===== src/rtl/frame_snapshot_controller.sv =====
// Single-frame snapshot sequencer between the camera frame buffer and the
// UART image sender, plus read-port arbitration between the sender and an
// auxiliary reader.
//
// state      | meaning
// -----------+---------------------------------------------------------
// IDLE       | camera writes enabled, waiting for snap_req or auto_mode
// WAIT_FRAME | camera writes enabled, waiting for the current frame_end
// FREEZE     | writes frozen, guard period so in-flight writes drain
// START      | one-cycle sender_start pulse
// SEND       | sender owns the read port, watching for done or timeout
// RELEASE    | writes re-enabled, choose IDLE or SETTLE
// SETTLE     | auto mode: let SETTLE_FRAMES frames pass before re-arming
module frame_snapshot_controller #(
  parameter int ADDR_W         = 17,
  parameter int DATA_W         = 12,
  parameter int GUARD_CYCLES   = 16,
  parameter int TIMEOUT_CYCLES = 50_000_000,
  parameter int SETTLE_FRAMES  = 2
) (
  input  logic              clk,
  input  logic              rst_n,
  input  logic              snap_req,
  input  logic              auto_mode,
  input  logic              frame_end,
  output logic              cam_write_en,
  output logic              sender_start,
  input  logic              sender_done,
  input  logic [ADDR_W-1:0] sender_addr,
  input  logic              aux_req,
  input  logic [ADDR_W-1:0] aux_addr,
  output logic              aux_grant,
  output logic              aux_rdata_valid,
  output logic [ADDR_W-1:0] mem_addr,
  output logic              busy,
  output logic              timeout_err,
  output logic [7:0]        snap_count
);

  localparam int GUARD_W   = $clog2(GUARD_CYCLES + 1);
  localparam int TIMEOUT_W = $clog2(TIMEOUT_CYCLES + 1);
  localparam int SETTLE_W  = $clog2(SETTLE_FRAMES + 1);

  localparam logic [GUARD_W-1:0]   GUARD_LAST   = GUARD_W'(GUARD_CYCLES - 1);
  localparam logic [TIMEOUT_W-1:0] TIMEOUT_LAST = TIMEOUT_W'(TIMEOUT_CYCLES - 1);
  localparam logic [SETTLE_W-1:0]  SETTLE_LAST  = SETTLE_W'(SETTLE_FRAMES - 1);

  // Counters compare against value-1, so every count must be at least one.
  if (DATA_W < 1 || GUARD_CYCLES < 1 || TIMEOUT_CYCLES < 1 || SETTLE_FRAMES < 1) begin : g_param_check
    $error("frame_snapshot_controller: DATA_W and all cycle/frame counts must be >= 1");
  end

  typedef enum logic [2:0] {
    IDLE,
    WAIT_FRAME,
    FREEZE,
    START,
    SEND,
    RELEASE,
    SETTLE
  } state_t;

  state_t               state_q, state_d;
  logic [GUARD_W-1:0]   guard_cnt_q, guard_cnt_d;
  logic [TIMEOUT_W-1:0] send_cnt_q, send_cnt_d;
  logic [SETTLE_W-1:0]  settle_cnt_q, settle_cnt_d;
  logic [7:0]           snap_count_q, snap_count_d;
  logic                 timeout_err_q, timeout_err_d;
  logic                 aux_rdata_valid_q, aux_rdata_valid_d;
  logic                 frozen;

  // State, counters and sticky flags; counters fall back to zero whenever
  // their owning state is not active, so each starts at zero on entry.
  always_ff @(posedge clk or negedge rst_n) begin
    if (!rst_n) begin
      state_q           <= IDLE;
      guard_cnt_q       <= '0;
      send_cnt_q        <= '0;
      settle_cnt_q      <= '0;
      snap_count_q      <= '0;
      timeout_err_q     <= 1'b0;
      aux_rdata_valid_q <= 1'b0;
    end else begin
      state_q           <= state_d;
      guard_cnt_q       <= guard_cnt_d;
      send_cnt_q        <= send_cnt_d;
      settle_cnt_q      <= settle_cnt_d;
      snap_count_q      <= snap_count_d;
      timeout_err_q     <= timeout_err_d;
      aux_rdata_valid_q <= aux_rdata_valid_d;
    end
  end

  // Next-state, counter and flag updates.
  always_comb begin
    state_d       = state_q;
    guard_cnt_d   = '0;
    send_cnt_d    = '0;
    settle_cnt_d  = '0;
    snap_count_d  = snap_count_q;
    timeout_err_d = timeout_err_q;
    case (state_q)
      IDLE: begin
        if (snap_req) begin
          timeout_err_d = 1'b0;
          state_d       = WAIT_FRAME;
        end else if (auto_mode) begin
          state_d = WAIT_FRAME;
        end
      end
      WAIT_FRAME: begin
        if (frame_end) state_d = FREEZE;
      end
      FREEZE: begin
        if (guard_cnt_q == GUARD_LAST) state_d = START;
        else guard_cnt_d = guard_cnt_q + 1'b1;
      end
      START: state_d = SEND;
      SEND: begin
        // A done arriving on the timeout cycle still counts as a success.
        if (sender_done) begin
          snap_count_d = snap_count_q + 8'd1;
          state_d      = RELEASE;
        end else if (send_cnt_q == TIMEOUT_LAST) begin
          timeout_err_d = 1'b1;
          state_d       = RELEASE;
        end else begin
          send_cnt_d = send_cnt_q + 1'b1;
        end
      end
      RELEASE: state_d = auto_mode ? SETTLE : IDLE;
      SETTLE: begin
        settle_cnt_d = settle_cnt_q;
        if (!auto_mode) begin
          state_d = IDLE;
        end else if (frame_end) begin
          if (settle_cnt_q == SETTLE_LAST) state_d = WAIT_FRAME;
          else settle_cnt_d = settle_cnt_q + 1'b1;
        end
      end
      default: state_d = IDLE;
    endcase
  end

  // Outputs decode straight from the registered state so reset takes
  // effect on them without waiting for a clock.
  always_comb begin
    frozen            = (state_q == FREEZE) || (state_q == START) || (state_q == SEND);
    cam_write_en      = !frozen;
    sender_start      = (state_q == START);
    busy              = (state_q != IDLE);
    aux_grant         = aux_req && !frozen;
    mem_addr          = frozen ? sender_addr : aux_addr;
    aux_rdata_valid_d = aux_grant;
    aux_rdata_valid   = aux_rdata_valid_q;
    timeout_err       = timeout_err_q;
    snap_count        = snap_count_q;
  end

endmodule


===== config.mk =====
export PLATFORM = sky130hd
export DESIGN_NAME = frame_snapshot_controller
export DESIGN_NICKNAME = d
export VERILOG_FILES = /design/src/rtl/frame_snapshot_controller.sv
export SDC_FILE = /design/constraint.sdc
export NUM_CORES = 1
export LEC_CHECK = 0
export CORE_ASPECT_RATIO = 1.1
export CORE_MARGIN = 2
export CORE_UTILIZATION = 40
export DETAILED_ROUTE_END_ITERATION = 10
export PLACE_DENSITY = 0.79
export RECOVER_POWER = 25
export SYNTH_ARGS = -nofsm -noshare
export SYNTH_HDL_FRONTEND = slang
export SYNTH_SLANG_ARGS = --single-unit

===== constraint.sdc =====
create_clock -name clk -period 5.6 [get_ports clk]
set_clock_uncertainty 0.15 [all_clocks]
set_input_delay 1.12 -clock clk [delete_from_list [all_inputs] [get_ports clk]]
set_output_delay 1.12 -clock clk [all_outputs]
set_load 0.005 [all_outputs]

# Word-level counts from Yosys, hierarchy flattened

Index checks and enable logic that the tools add are counted.

Bits in registers: 46
Bits in latches: 0
Bits in writable memories: 0
Bits in read-only memories: 0
Input bits: 41
Output and inout bits: 31
Logic and storage cells: 68
Memories kept: 0

Add/subtract/negate cells: 4
Multipliers: 0
Divide/modulo/power cells: 0
Magnitude comparators: 0
Eq/ne operators: 21
Shift operators: 0
Multiplexer cells: 25
Bitwise operators: 0
Reduce and logical (&&, ||, !) cells: 11

Operators with widths:

| operator              | number |
|---|---|
| $mux 26               | 3 |
| $mux 3                | 10 |
| $add 26x1->26 const B | 1 |
| $eq 26x26->1 const B  | 1 |
| $pmux 3 s7            | 1 |
| $mux 17               | 1 |
| $ne 2x2->1 const B    | 8 |
| $ne 3x3->1 const B    | 4 |
| $mux 5                | 2 |
| $eq 3x3->1 const B    | 3 |
| $add 8x1->8 const B   | 1 |
| $mux 2                | 4 |
| $eq 3x2->1 const B    | 2 |
| $reduce_and 6->1      | 1 |
| $add 5x1->5 const B   | 1 |
| $eq 5x4->1 const B    | 1 |
| $reduce_and 4->1      | 1 |
| $eq 3x1->1 const B    | 1 |
| $logic_not 3->1       | 1 |
| $mux 1                | 3 |
| $reduce_and 3->1      | 1 |
| $reduce_bool 3->1     | 1 |
| $add 2x1->2 const B   | 1 |
| $eq 2x1->1 const B    | 1 |
| other kinds (6)       | 7 |

# Longest topological paths before layout

Word-level depth: 5
Gate-level depth with buffers: 7
Depth with buffers taken out: 6

# Worst setup path after synthesis

OpenSTA, ideal clock, no wires.

Path type: reg2out
Start: register state_q[1]
End: output port mem_addr[10]
Arrival time: 1656 ps
Required time: 4330 ps
Path slack: 2674 ps
Stages on the path, launching flop included: 7
Path buffers: 2
Cells stage by stage: dfrtp_1 > clkbuf_1 > inv_1 > nor2_1 > a21oi_2 > buf_2 > mux2_2

Longest elaborated chain between the ends: 4
Elaborated cells on any way between the ends: 6
Classes of those cells: 3 x eq/ne; 1 x mux; 2 x reduce/logical

Ends and longest elaborated chain:

| item                     | line | text |
|---|---|---|
| start: declaration       | 63   | `state_t state_q, state_d;` |
| start signal: assignment | 84   | `state_q <= state_d;` |
| $eq 3x2->1               | 148  | `frozen = (state_q == FREEZE) \|\| (state_q == START) \|\| (state_q == SEND);` |
| $logic_or 1x1->1         | 148  |  |
| $logic_or 1x1->1 (*)     | 148  |  |
| $mux 17 (*)              | 153  | `mem_addr = frozen ? sender_addr : aux_addr;` |
| end: declaration         | 34   | `output logic [ADDR_W-1:0] mem_addr,` |

Mark *: on every way between the ends. The rest lies on a longest branch, timed or not.

# Worst setup path in the final report

Start: register state_q[0]
End: output port mem_addr[13]

The elaborated chain is that of the path after synthesis.

==> out/metrics.yaml <==
gr-total-overflow: 0
postLayoutCoreUtil_pct: 55.2
endpoint_kind: "output pin"
row_count: 30
cts_buffers: 5
critPathSlowestCell: "a21oi_2"
synth_top_family_by_area: "simple AND/OR/NAND/NOR gates"
fin_area_um2: 3380
synth_compound_area_share_pct: 11.0
grt_pass1_vias: 2228
cts_setup_buffers: 0
netlist_area_um2: 2510
synthCells: 253
period_share_pct: 69.1
arrival_ps: 2600
vias_per_cell: 5.45
cp.required_ps: 4330
die_width_um: 79.5
synth_cell_type_count: 39
synthTopCellsByCount: "dfrtp_1, nor2_1, mux2_2"
fillers: 544
fp.dieH_um: 87.1
hold_violations: 0
grt_pass1_wl_um: 9580
hold_buffers: 0
cts_buffer_depth: 2
syn_avg_cell_area_um2: 9.92
cts.reportedPaths.clkPinSlew_ps: 80
fin_nets: 364
die_area_um2: 6920
yosys-top-cells-area: "dfrtp_1, mux2_2, xnor2_1"
core_area_um2: 6120
fin_ws_ps: 1730
powerDensity_nw_per_um2: 313
yosys.area_share.xor_xnor_pct: 7.33
synth_edf_count: 0
seqCellArea_um2: 1150
place_ws_ps: 2040
grt.total_usage_pct: 17.6
critPathMaxFanout: 19
timing.hold.ws_ps: 311
postPlaceCellArea_um2: 3270
insertion_delay_ps: 300
cts.sinks: 46
drv_cap: 1
critPathBufInv: 1
cp_slowest_stage_delay_ps: 730
synth_fp_nets: 298
portBuffers: 71
tritoncts: "built"
initial_core_util_pct: 41.0
yosysTopAreaCellShare_pct: 45.9
netlist.top_cell.by_area: "dfrtp_1"
diodes: 0
multi_input_area_um2: 1280
min_path_type: "flip-flop to flip-flop"
setup_viol_count_final: 0
p_leak_nw: 1.32
worst_slew_pin_slew_ps: 2470
vias: 2180
syn_to_final_growth_pct: 34.7
drc_errors: 0
async_reset_ff_share_pct: 100
path_class: "flip-flop to output pin"
ant_nets: 0
yosysSeqAreaShare_pct: 45.9
startpoint_type: "flip-flop"
synth_fa_ha_area_share_pct: 2.00
crit_family: "compound AO/OA/AOI/OAI gates"
ir_drop_mv: 0.244
htreeDepth: 2
gp_congestion: 0.772
root_buffer: "clkbuf_8"
ys_warn_count: 0
dp_hpwl_um: 4160
outcome: "finished with violations"
muxShareOfSynthArea_pct: 8.08
slew_violations: 47
fin_setup_tns_ps: 0
synth-simple-area-share_pct: 22.6
ios: 72
ys_ff_latch: 46
max_freq_ghz: 0.258
cts.repair.resized: 0
path_cells: "nor2_1, a21oi_2, mux2_2, clkdlybuf4s50_1"
synth-main-ff-cell: "dfrtp_1"
first_pass_iters: 4
finalCriticalPeriod_ps: 3870
final_layout_size_suffix_gt1_share_pct: 10.0
failed_checks: "max-capacitance violations, max-slew violations"
antenna_found_initial: 0
grt_max_degree: 47
maxSlewHeadroom_pct: -65.0
drtIter0Drc: 128
rsz0062_at_grt: "no"
wl_per_cell_um: 14.4
drt_wl_total_um: 5740
synth.most_common_cell: "dfrtp_1"
[cells in the final DEF (no fill, tap or decap), types with 2 or more instances in the layout]
cell type and count:
xnor2_1 11, clkbuf_8 5, and3_1 4, o31ai_1 9, clkdlybuf4s50_1 69, nor2_1 21, nand2_1 13, or4_1 8
nand3b_1 2, a31oi_1 2, ha_1 4, clkinvlp_4 2, mux2_2 18, and2_1 3, and4_1 5, a21oi_1 14
and2_0 2, o21ai_0 13, nand3_1 12, inv_1 8, or3_1 6, a21o_1 2, nor3_1 3, xor2_1 10
nor4_1 3, nand4_1 9, dfrtp_1 46
[cell families (layout without fill, tap and decap cells)]
kind of cell / after synthesis / after routing
compound gates: 45 / 45
xor+xnor: 21 / 21
fa+ha+maj: 4 / 4
buf+inv: 20 / 87
flops: 46 / 46
mux: 18 / 18
simple gates: 99 / 99
[worst paths after layout]
check                               startpoint  slack [ps]  cells after the start        endpoint
worst max-delay path                state_q[0]        1730                      4    mem_addr[13]
worst min-delay path            guard_cnt_q[0]         310                      1  guard_cnt_q[0]
worst max register to register   send_cnt_q[7]        3120                      4  send_cnt_q[15]
worst min register to register  guard_cnt_q[0]         310                      1  guard_cnt_q[0]
max in group asynchronous                rst_n        2480                      1  send_cnt_q[12]
min in group asynchronous                rst_n        1420                      1  send_cnt_q[17]
[power breakdown]
part	switching [W]	internal [W]
clock	0.000120	0.000133
sequential	0.0000420	0.000361
combinational	0.000156	0.000247
total	0.000318	0.000741
[registers in the layout, summed over array words and instances (netlist names)]
name	count
guard_cnt_q	5
aux_rdata_valid	1
state_q	3
settle_cnt_q	2
timeout_err	1
snap_count	8
send_cnt_q	26
[worst register-to-register path, cell delays in order (launching register included)]
cell,delay [ps]
dfrtp_1,440
or2_2,290
nor4_1,480
a21o_1,750
o21ai_0,220
[routing by layer]
layer	track usage, %	share of wire, %
met1	20.1	40
met3	5.39	8.6
met4	5.96	1.3
met2	31.1	50
met5	0	0
[through the flow]
step	cells	power, W
global route	400	0.00112
floorplan	253	0.000606
detailed placement	392	0.000814
global placement	392	0.000811
finish	400	0.00106
CTS	400	0.00107
[final cells by class]
| type | count | area share [%] |
|---|---|---|
| clock buffer | 5 | 2.04 |
| clock inverter | 3 | 1.33 |
| inverter | 8 | 0.889 |
| multi-input combinational | 187 | 37.9 |
| sequential | 46 | 34.1 |
| tap | 80 | 2.96 |
| timing repair buffer | 71 | 20.9 |
Power figures use the tool's default switching activity.
